==> config.mk <==
export PLATFORM = sky130hd
export DESIGN_NAME = step_pulse_conditioner
export DESIGN_NICKNAME = d
export VERILOG_FILES = /design/src/rtl/step_pkg.sv /design/src/rtl/step_width_timer.sv /design/src/rtl/step_pulse_conditioner.sv
export SDC_FILE = /design/constraint.sdc
export NUM_CORES = 1
export LEC_CHECK = 0
export BUFFER_PORTS_ARGS = -buffer_cell sky130_fd_sc_hd__buf_4
export CAP_MARGIN = 10
export CORE_ASPECT_RATIO = 1.75
export CORE_UTILIZATION = 53
export DETAILED_ROUTE_END_ITERATION = 10
export GPL_ROUTABILITY_DRIVEN = 1
export PLACE_DENSITY_LB_ADDON = 0.05
export SYNTH_ARGS = -nofsm -noshare
export SYNTH_HDL_FRONTEND = slang
export SYNTH_SLANG_ARGS = --single-unit
==> constraint.sdc <==
create_clock -name clk -period 2.14 [get_ports clk]
set_input_delay 0.107 -clock clk [delete_from_list [all_inputs] [get_ports clk]]
set_output_delay 0.107 -clock clk [all_outputs]
set_load 0.005 [all_outputs]
==> src/rtl/step_pkg.sv <==
// Shared types and default timing for the step pulse conditioner.
package step_pkg;

  typedef enum logic [1:0] {
    StIdle,
    StSetup,
    StHigh,
    StLow
  } step_state_e;

  localparam int unsigned TimerW       = 8;
  localparam int unsigned DefDirSetup  = 4;
  localparam int unsigned DefPulseHigh = 10;
  localparam int unsigned DefPulseLow  = 10;
  localparam int unsigned DefPosW      = 16;

endpackage

==> src/rtl/step_width_timer.sv <==
// Loadable down-counter shared by the SETUP, HIGH and LOW phases; done while the count is zero.
module step_width_timer
  import step_pkg::*;
(
  input  logic              clk,
  input  logic              rst,
  input  logic              load,
  input  logic [TimerW-1:0] load_val,
  output logic              done
);

  logic [TimerW-1:0] cnt_q;

  always_ff @(posedge clk) begin
    if (rst) begin
      cnt_q <= '0;
    end else if (load) begin
      cnt_q <= load_val;
    end else if (cnt_q != '0) begin
      cnt_q <= cnt_q - 1'b1;
    end
  end

  assign done = (cnt_q == '0);

endmodule

==> src/rtl/step_pulse_conditioner.sv <==
// Turns raw DDA step edges into driver-safe step/dir pulses with setup, width and spacing
// guarantees, a 1-deep request buffer, limit-switch abort and a signed position counter.
module step_pulse_conditioner
  import step_pkg::*;
#(
  parameter int unsigned DIR_SETUP  = DefDirSetup,
  parameter int unsigned PULSE_HIGH = DefPulseHigh,
  parameter int unsigned PULSE_LOW  = DefPulseLow,
  parameter int unsigned POS_W      = DefPosW
) (
  input  logic                    clk,
  input  logic                    rst,
  input  logic                    step_in,
  input  logic                    dir_in,
  input  logic                    ls,
  input  logic                    clr_pos,
  output logic                    step_out,
  output logic                    dir_out,
  output logic signed [POS_W-1:0] pos,
  output logic                    busy,
  output logic                    overrun,
  output logic                    ls_hit
);

  step_state_e state_q, state_d;
  logic step_q, step_prev_q, dir_req_q;
  logic dir_q, dir_d;
  logic pend_q, pend_d, pend_dir_q, pend_dir_d;
  logic timer_load, timer_done;
  logic [TimerW-1:0] timer_val;
  logic req, serve, start_dir, drop, discard;
  logic step_out_d, busy_d, count;
  logic step_out_q, dir_out_q, busy_q, overrun_q, ls_hit_q;
  logic signed [POS_W-1:0] pos_q;

  // dir_in travels with the step sample so a same-cycle direction change binds to its edge.
  assign req = step_q & ~step_prev_q;

  step_width_timer u_timer (
    .clk      (clk),
    .rst      (rst),
    .load     (timer_load),
    .load_val (timer_val),
    .done     (timer_done)
  );

  always_ff @(posedge clk) begin
    if (rst) begin
      state_q     <= StIdle;
      step_q      <= 1'b0;
      step_prev_q <= 1'b0;
      dir_req_q   <= 1'b0;
      dir_q       <= 1'b0;
      pend_q      <= 1'b0;
      pend_dir_q  <= 1'b0;
    end else begin
      state_q     <= state_d;
      step_q      <= step_in;
      step_prev_q <= step_q;
      dir_req_q   <= dir_in;
      dir_q       <= dir_d;
      pend_q      <= pend_d;
      pend_dir_q  <= pend_dir_d;
    end
  end

  always_comb begin
    state_d    = state_q;
    dir_d      = dir_q;
    pend_d     = pend_q;
    pend_dir_d = pend_dir_q;
    timer_load = 1'b0;
    timer_val  = '0;
    drop       = 1'b0;
    discard    = 1'b0;
    start_dir  = 1'b0;
    serve      = (state_q == StIdle) || ((state_q == StLow) && timer_done);
    if (ls) begin
      state_d = StIdle;
      pend_d  = 1'b0;
      discard = req | pend_q | (state_q == StSetup) | (state_q == StHigh);
    end else begin
      case (state_q)
        StSetup: if (timer_done) begin
          state_d    = StHigh;
          timer_load = 1'b1;
          timer_val  = TimerW'(PULSE_HIGH - 1);
        end
        StHigh: if (timer_done) begin
          state_d    = StLow;
          timer_load = 1'b1;
          timer_val  = TimerW'(PULSE_LOW - 1);
        end
        default: ;
      endcase
      if (serve) begin
        if (pend_q || req) begin
          start_dir  = pend_q ? pend_dir_q : dir_req_q;
          pend_d     = 1'b0;
          timer_load = 1'b1;
          if (start_dir == dir_q) begin
            state_d   = StHigh;
            timer_val = TimerW'(PULSE_HIGH - 1);
          end else begin
            state_d   = StSetup;
            dir_d     = start_dir;
            timer_val = TimerW'(DIR_SETUP - 1);
          end
        end else begin
          state_d = StIdle;
        end
        drop = pend_q & req;
      end else if (req) begin
        if (pend_q) begin
          drop = 1'b1;
        end else begin
          pend_d     = 1'b1;
          pend_dir_d = dir_req_q;
        end
      end
    end
  end

  always_comb begin
    step_out_d = (state_q == StHigh) && !ls;
    busy_d     = (state_q != StIdle) || pend_q;
    count      = (state_q == StHigh) && timer_done && !ls;
  end

  // Outputs are registered so the driver never sees combinational glitches.
  always_ff @(posedge clk) begin
    if (rst) begin
      step_out_q <= 1'b0;
      dir_out_q  <= 1'b0;
      busy_q     <= 1'b0;
      pos_q      <= '0;
      overrun_q  <= 1'b0;
      ls_hit_q   <= 1'b0;
    end else begin
      step_out_q <= step_out_d;
      dir_out_q  <= dir_q;
      busy_q     <= busy_d;
      if (clr_pos) begin
        pos_q     <= '0;
        overrun_q <= 1'b0;
        ls_hit_q  <= 1'b0;
      end else begin
        if (count) pos_q <= dir_q ? pos_q - 1'b1 : pos_q + 1'b1;
        if (drop) overrun_q <= 1'b1;
        if (discard) ls_hit_q <= 1'b1;
      end
    end
  end

  assign step_out = step_out_q;
  assign dir_out  = dir_out_q;
  assign busy     = busy_q;
  assign pos      = pos_q;
  assign overrun  = overrun_q;
  assign ls_hit   = ls_hit_q;

endmodule

# == Yosys cells after proc, flatten, opt, wreduce, memory -nomap -nowiden ==
# Cells that the tools add are included.
# W data, S select, Z words.
# word_totals
reg_bits,37
in_bits,6
output_inout_bits,21
elab_cells,84
# classes
add_sub_neg,3
n_eq_ne,7
mux,29
bitwise,9
n_reduce_logical,22
# ops
op,count
$mux W8,5
$add A16 B1 Y16 const B,1
$mux W16,1
$sub A16 B1 Y16 const B,1
$mux W1,14
$mux W4,3
$mux W2,5
$logic_not A8 Y1,1
$reduce_bool A8 Y1,1
$sub A8 B1 Y8 const B,1
$ne A3 B3 Y1 const B,2
$reduce_and A3 Y1,2
$reduce_bool A2 Y1,3
$reduce_or A2 Y1,3
$eq A2 B2 Y1 const B,2
$logic_and A1 B1 Y1,4
$not A1 Y1,4
$pmux W2 S2,1
$reduce_and A4 Y1,1
$logic_or A1 B1 Y1,3
$or A1 B1 Y1,3
$reduce_bool A3 Y1,1
$and A1 B1 Y1,2
$eq A2 B1 Y1 const B,1
5 further kinds,5

# == Logic depth before layout (Yosys ltp) ==
# Gate-level depths: netlist of run 1.
# logic_depth
ltp_word,7
depth_mapped,9
mapped_depth_nobuf,8

# == By module ==
# Synthesis of run 1 repeated with hierarchy kept, for this count alone.
# hier_totals
hier_cells,285
hier_area_um2,2362.3
# modules_own_cells
mod,n_inst,cells_each,area_each_um2,seq_area_each_um2
step_pulse_conditioner,1,232,1886.8,580.6
step_width_timer,1,53,475.5,160.2

# == Least setup slack after synthesis of run 1 ==
# No wires, ideal clock.
# synth_timing
path_kind,register to register
startpoint,reg dir_q
endpoint,reg pos_q[13] (netlist: pos[13])
setup_time_ns,0.122
arrival_ns,2.242
t_required_ns,2.018
slack_ns,-0.223
path_stages_with_launch,8
n_path_buf,0
synth_period_minus_slack_ns,2.363
path_cell_list,dfxtp_1 > ha_1 > a211oi_1 > o21ai_1 > a221o_1 > o31ai_1 > xor2_1 > a21oi_1
# synth_via
elab_chain_cells,1
# synth_rtl
item,line_no,rtl
"start, declared",step_pulse_conditioner.sv:27,"logic dir_q, dir_d;"
"start signal, assigned",step_pulse_conditioner.sv:61,dir_q <= dir_d;
$mux W16,step_pulse_conditioner.sv:148,if (count) pos_q <= dir_q ? pos_q - 1'b1 : pos_q + 1'b1;
"end signal, assigned",step_pulse_conditioner.sv:148,
"end, declared",step_pulse_conditioner.sv:34,logic signed [POS_W-1:0] pos_q;
# Every way passes these cells.
# A chain may end at the register's enable or synchronous reset.

# == Final worst setup path of run 1 ==
# layout_timing
startpoint,reg dir_q
endpoint,reg pos_q[14] (netlist: pos[14])
# Same word-level chain as after synthesis.

==> metrics.yaml, run 1 <==
p_seq_share_pct: 35.8
antennaDiodeCount: 0
hp-class: "in2reg"
dp.cells: 374
slew_headroom_pct: 70.4
cp-end-kind: "flip-flop"
synth_edf_count: 0
worst_ir_drop_vdd_v: 0.000923
internal_power_mw: 1.62
synth.most_common_cell: "dfxtp_1"
grt_max_degree: 18
post_drt_wl_per_cell_um: 17.1
drt-initial-drc-count: 66
cts_buffer_depth: 2
antenna_found_initial: 0
cts_root_buf: "clkbuf_8"
grt_usage_pct: 28.0
cp_top_family: "compound AO/OA/AOI/OAI gates"
cp_max_fo: 5
yosysSeqAreaShare_pct: 31.4
pre_cts_ws_ns: -0.0457
finalWorstSetupSlack_ns: -0.0423
violations: "setup timing"
path_common_cell: "o211ai_1"
ys.warnings.count: 0
ys_types: 53
combPwrFrac_pct: 33.7
place.gp.congestion: 0.900
synthArstFlopShare_pct: 0
swShare_pct: 32.7
fin_crit_ns: 2.18
hold_ws_ns: 0.0246
critPathKind: "reg2reg"
max_freq_mhz: 458
synth_cells: 285
h-tree-depth: 2
ff_latch_area_um2: 746
netlist_area_mm2: 0.00236
maxCapViolations: 0
antenna_left: 0
slowest_stage: "dfxtp_4"
drt_pass1_iterations: 4
ys_seq_elements: 37
cts_sinks: 37
grt_pass1_wl_um: 10000
drc: 0
via_per_inst: 6.02
overflow: 0
yosysTopAreaCell: "dfxtp_1"
final_cells: 391
multi_input_area_mm2: 0.00171
synth_common_cells: "dfxtp_1, a21oi_1, nor2_1"
dieWidth_um: 52.4
start_util_pct: 56.3
drv_slew: 0
grt_pass1_vias: 2252
hold_viol_final: 0
synthToLayoutAreaGrowth_pct: 35.5
worstSkewPairLatency_ns: 0.29
wirelength_um: 6690
cts_tree: "yes"
slowest_delay_ns: 0.38
dieArea_mm2: 0.00473
cp-start-kind: "flip-flop"
synthTopCellsByArea: "dfxtp_1, ha_1, a21oi_1, nor2_1, xnor2_1"
cellPowerDensity_mw_per_mm2: 752
port_buffers: 26
p_sw_uw: 787
nets: 368
syn-num-nets: 312
synthFlopType: "dfxtp_1"
drive_gt1_share_pct: 30.7
cp.buffers_inverters: 2
fillCellCount: 321
worstMarginPinSlew_ns: 0.444
die_y_um: 90.2
io_pins: 27
clkTransAtPathRegs_ns: 0.08
num_rows: 31
setup_viol: 3
fin_crit_sh_pct: 102
yosysTopAreaCellShare_pct: 31.4
largest_reg_flops: 16
cp.arrival_ns: 2.37
crit_required_ns: 2.33
p_leak_nw: 1.33
numCtsBuffers: 5
dpl.hpwl_um: 4650
clock_skew_ns: 0.00983
status: "finished, violations left"
core_area_mm2: 0.00419
holdBufCountCts: 0
syn_avg_cell_area_um2: 8.28
vias: 2355
power.share.clock_pct: 30.5
crit_chain: "buf_6 -> fa_2 -> a21o_1 -> a221oi_2 -> buf_4 -> o211ai_1 -> o211ai_1 -> nor4_1 -> a211o_1"
rsz0062_at_grt: "true"
==> what timing repair did <==
action / CTS / global route
endpoints found under the setup margin: 4 / 8
resized for setup: 7 / 25
pin swaps: 3 / 9
setup buffers: 2 / 7
cloned: 0 / 0
==> worst paths after layout <==
| kind | slack, ns | depth (start not counted) | end | from |
|---|---|---|---|---|
| setup / recovery | -0.04 | 9 | pos[14] | dir_q |
| hold / removal | 0.02 | 2 | dir_req_q | dir_in |
| setup reg to reg | -0.04 | 9 | pos[14] | dir_q |
| hold reg to reg | 0.48 | 2 | overrun | overrun |
==> layer usage <==
| layer | wire length (um) | GRT usage (%) |
|---|---|---|
| met3 | 171 | 5.58 |
| met2 | 3800 | 51.1 |
| met1 | 2460 | 27.6 |
| met5 | 0 | 0 |
| met4 | 261 | 15.1 |
==> placed cells by master (no fill, tap or decap), drive strengths merged, types with 3 or more instances in the layout <==
cell,instances
o211ai,8
a21oi,31
xnor2,11
nor4,5
nor2b,5
o21ai,7
a31oi,5
nand3,7
buf,62
or3,3
and3,6
a211oi,5
nand3b,4
inv,10
xor2,5
dfxtp,37
nor2,29
nor3,8
nand2,22
a21o,7
nand2b,7
clkbuf,5
or4,3
ha,20
==> cell families after synthesis <==
kind of cell,Yosys count,synth area share (%)
simple gates,110,25.7
buf+inv,23,3.98
compound gates,76,20.6
flops,37,31.4
mux,2,0.849
xor+xnor,16,5.94
fa+ha+maj,21,11.5
==> area by class of cell <==
cell class,count,area share (%)
timing repair buffer,62,15.9
inverter,10,1.17
clock inverter,3,2.04
clock buffer,5,2.15
multi-input combinational,225,53.5
sequential,37,23.3
tap,49,1.92
==> stage by stage <==
stage,TNS (ns),area (um^2),total power [mW],util [%]
4_1_cts,0,2960,2.37,70.7
3_3_place_gp,-0.00172,2780,1.62,66.3
3_5_place_dp,-0.108,2780,1.64,66.3
5_1_grt,-0.458,3200,2.53,76.3
6_report,-0.0720,3200,2.40,76.3
2_1_floorplan,0,2360,1.45,-
==> power by group through the flow <==
stage          combinational, mW  clock (mW)  sequential (mW)
6_report                   0.811       0.733            0.860
5_1_grt                    0.884       0.772            0.870
4_1_cts                    0.771       0.741            0.860
3_5_place_dp               0.760           0            0.876
3_3_place_gp               0.747           0            0.870
2_1_floorplan              0.589           0            0.859
(Power assumes the default switching activity.)
==> inputs of run 2 (changes only) <==
- SKIP_LAST_GASP: not set -> 1
==> run 2 against run 1 <==
Net effect: the run still ends with setup timing left; global-route usage stayed put; hold slack worse by 0.0017 ns; critical path depth stayed put; clock skew is 0.0017 ns lower; first-iteration DRC count is 11% lower; critical path type unchanged; critical endpoint unchanged; largest power group unchanged.
==> metrics.yaml, run 2 (synthesis gave the netlist of run 1 again) <==
status: "finished, violations left"
violations: "setup timing"
finalWorstSetupSlack_ns: -0.0418
vias: 2351
worstMarginPinSlew_ns: 0.439
drt-initial-drc-count: 59
min_delay_path_depth: 2
max_freq_mhz: 458
via_per_inst: 6.01
startpoint: "dir_q"
cp.arrival_ns: 2.37
post_drt_wl_per_cell_um: 16.9
worst_ir_drop_vdd_v: 0.000939
fin_crit_ns: 2.18
fillCellCount: 328
drive_gt1_share_pct: 29.8
grt_usage_pct: 28.0
rsz0062_at_grt: "true"
layout_commonest_cell: "buf_4"
fin_crit_sh_pct: 102
num_rows: 31
clkTransAtPathRegs_ns: 0.08
dieWidth_um: 52.4
cellPowerDensity_mw_per_mm2: 757
core_area_mm2: 0.00419
crit_chain: "buf_6 -> fa_2 -> a21o_1 -> a221oi_2 -> buf_4 -> o211ai_1 -> o211ai_1 -> nor4_1 -> a211o_1"
antenna_found_initial: 0
port_buffers: 26
drc: 0
min-delay-start: "dir_in"
timing.rr.start: "dir_q"
multi_input_area_mm2: 0.00168
worstSkewPairLatency_ns: 0.30
place.gp.congestion: 0.900
setup_viol: 5
mostFrequentLayoutCells: "buf_4, dfxtp_1, a21oi_1, nor2_1, nand2_1"
crit_required_ns: 2.33
dpl.hpwl_um: 4650
start_util_pct: 56.3
p_leak_nw: 1.32
cp-start-kind: "flip-flop"
ff_latch_area_um2: 746
die_y_um: 90.2
cts_root_buf: "clkbuf_8"
synthToLayoutAreaGrowth_pct: 33.7
cp.buffers_inverters: 2
cp-end-kind: "flip-flop"
cts_tree: "yes"
maxCapViolations: 0
cp_top_family: "compound AO/OA/AOI/OAI gates"
drv_slew: 0
dp.cells: 374
grt_pass1_wl_um: 10000
slew_headroom_pct: 70.5
clock_skew_ns: 0.00818
cts_sinks: 37
dieArea_mm2: 0.00473
overflow: 0
path_common_cell: "o211ai_1"
drt_pass1_iterations: 4
cp_max_fo: 5
antenna_left: 0
cts_buffer_depth: 2
antennaDiodeCount: 0
path_depth: 9
grt_max_degree: 18
numCtsBuffers: 5
io_pins: 27
final_cells: 391
hp-class: "in2reg"
finalSetupTns_ns: -0.0790
largest_reg_flops: 16
h-tree-depth: 2
hold_viol_final: 0
fin_util_pct: 75.3
wirelength_um: 6600
grt_pass1_vias: 2252
slowest_stage: "dfxtp_4"
critPathKind: "reg2reg"
nets: 368
regToRegSetupSlack_ns: -0.04
rr_worst_depth: 9
slowest_delay_ns: 0.39
-- run 2: cell type report --
type	instances	share of cell area, %
clock buffer	5	2.18
clock inverter	3	2.06
inverter	10	1.19
multi-input combinational	225	53.3
sequential	37	23.7
tap	49	1.94
timing repair buffer	62	15.7
-- run 2: routing by layer --
layer | track usage [%] | vias up | share of wire (%)
met1 | 27.6 | 1120 | 37
met5 | 0 | - | 0
met2 | 51.1 | 58 | 56
met4 | 15.1 | 0 | 4.3
met3 | 5.58 | 24 | 3.1
li1 | - | 1149 | -
-- run 2: final timing paths --
path | endpoint
hold / removal | dir_req_q
setup / recovery | pos[14]
hold reg to reg | overrun
setup reg to reg | pos[14]
-- run 2: report_power, final --
group          internal, mW  leakage [nW]  switching (mW)  total [mW]
clock                 0.463        0.0681           0.268       0.731
combinational         0.378         0.948           0.418       0.796
sequential            0.768         0.302          0.0929       0.861
-- run 2: per-stage QoR --
stage | hold WS, ns | power, mW | setup slack (ns) | area, um^2
after floorplan | 0.235 | 1.45 | 0.0693 | 2360
after global placement | 0.318 | 1.62 | -0.00172 | 2780
after detailed placement | 0.327 | 1.64 | -0.0457 | 2780
after CTS | 0.0216 | 2.37 | -0.00693 | 2960
after global routing | 0.0264 | 2.51 | -0.0871 | 3150
final | 0.0229 | 2.39 | -0.0418 | 3150
-- run 2: timing repair --
| action | 4_1_cts | 5_1_grt |
|---|---|---|
| setup buffers | 2 | 7 |
| pin swaps | 3 | 12 |
| hold buffers | 0 | 0 |
| endpoints found under the hold margin | 0 | 0 |
| gates resized for setup | 6 | 21 |
| setup endpoints to repair | 4 | 8 |
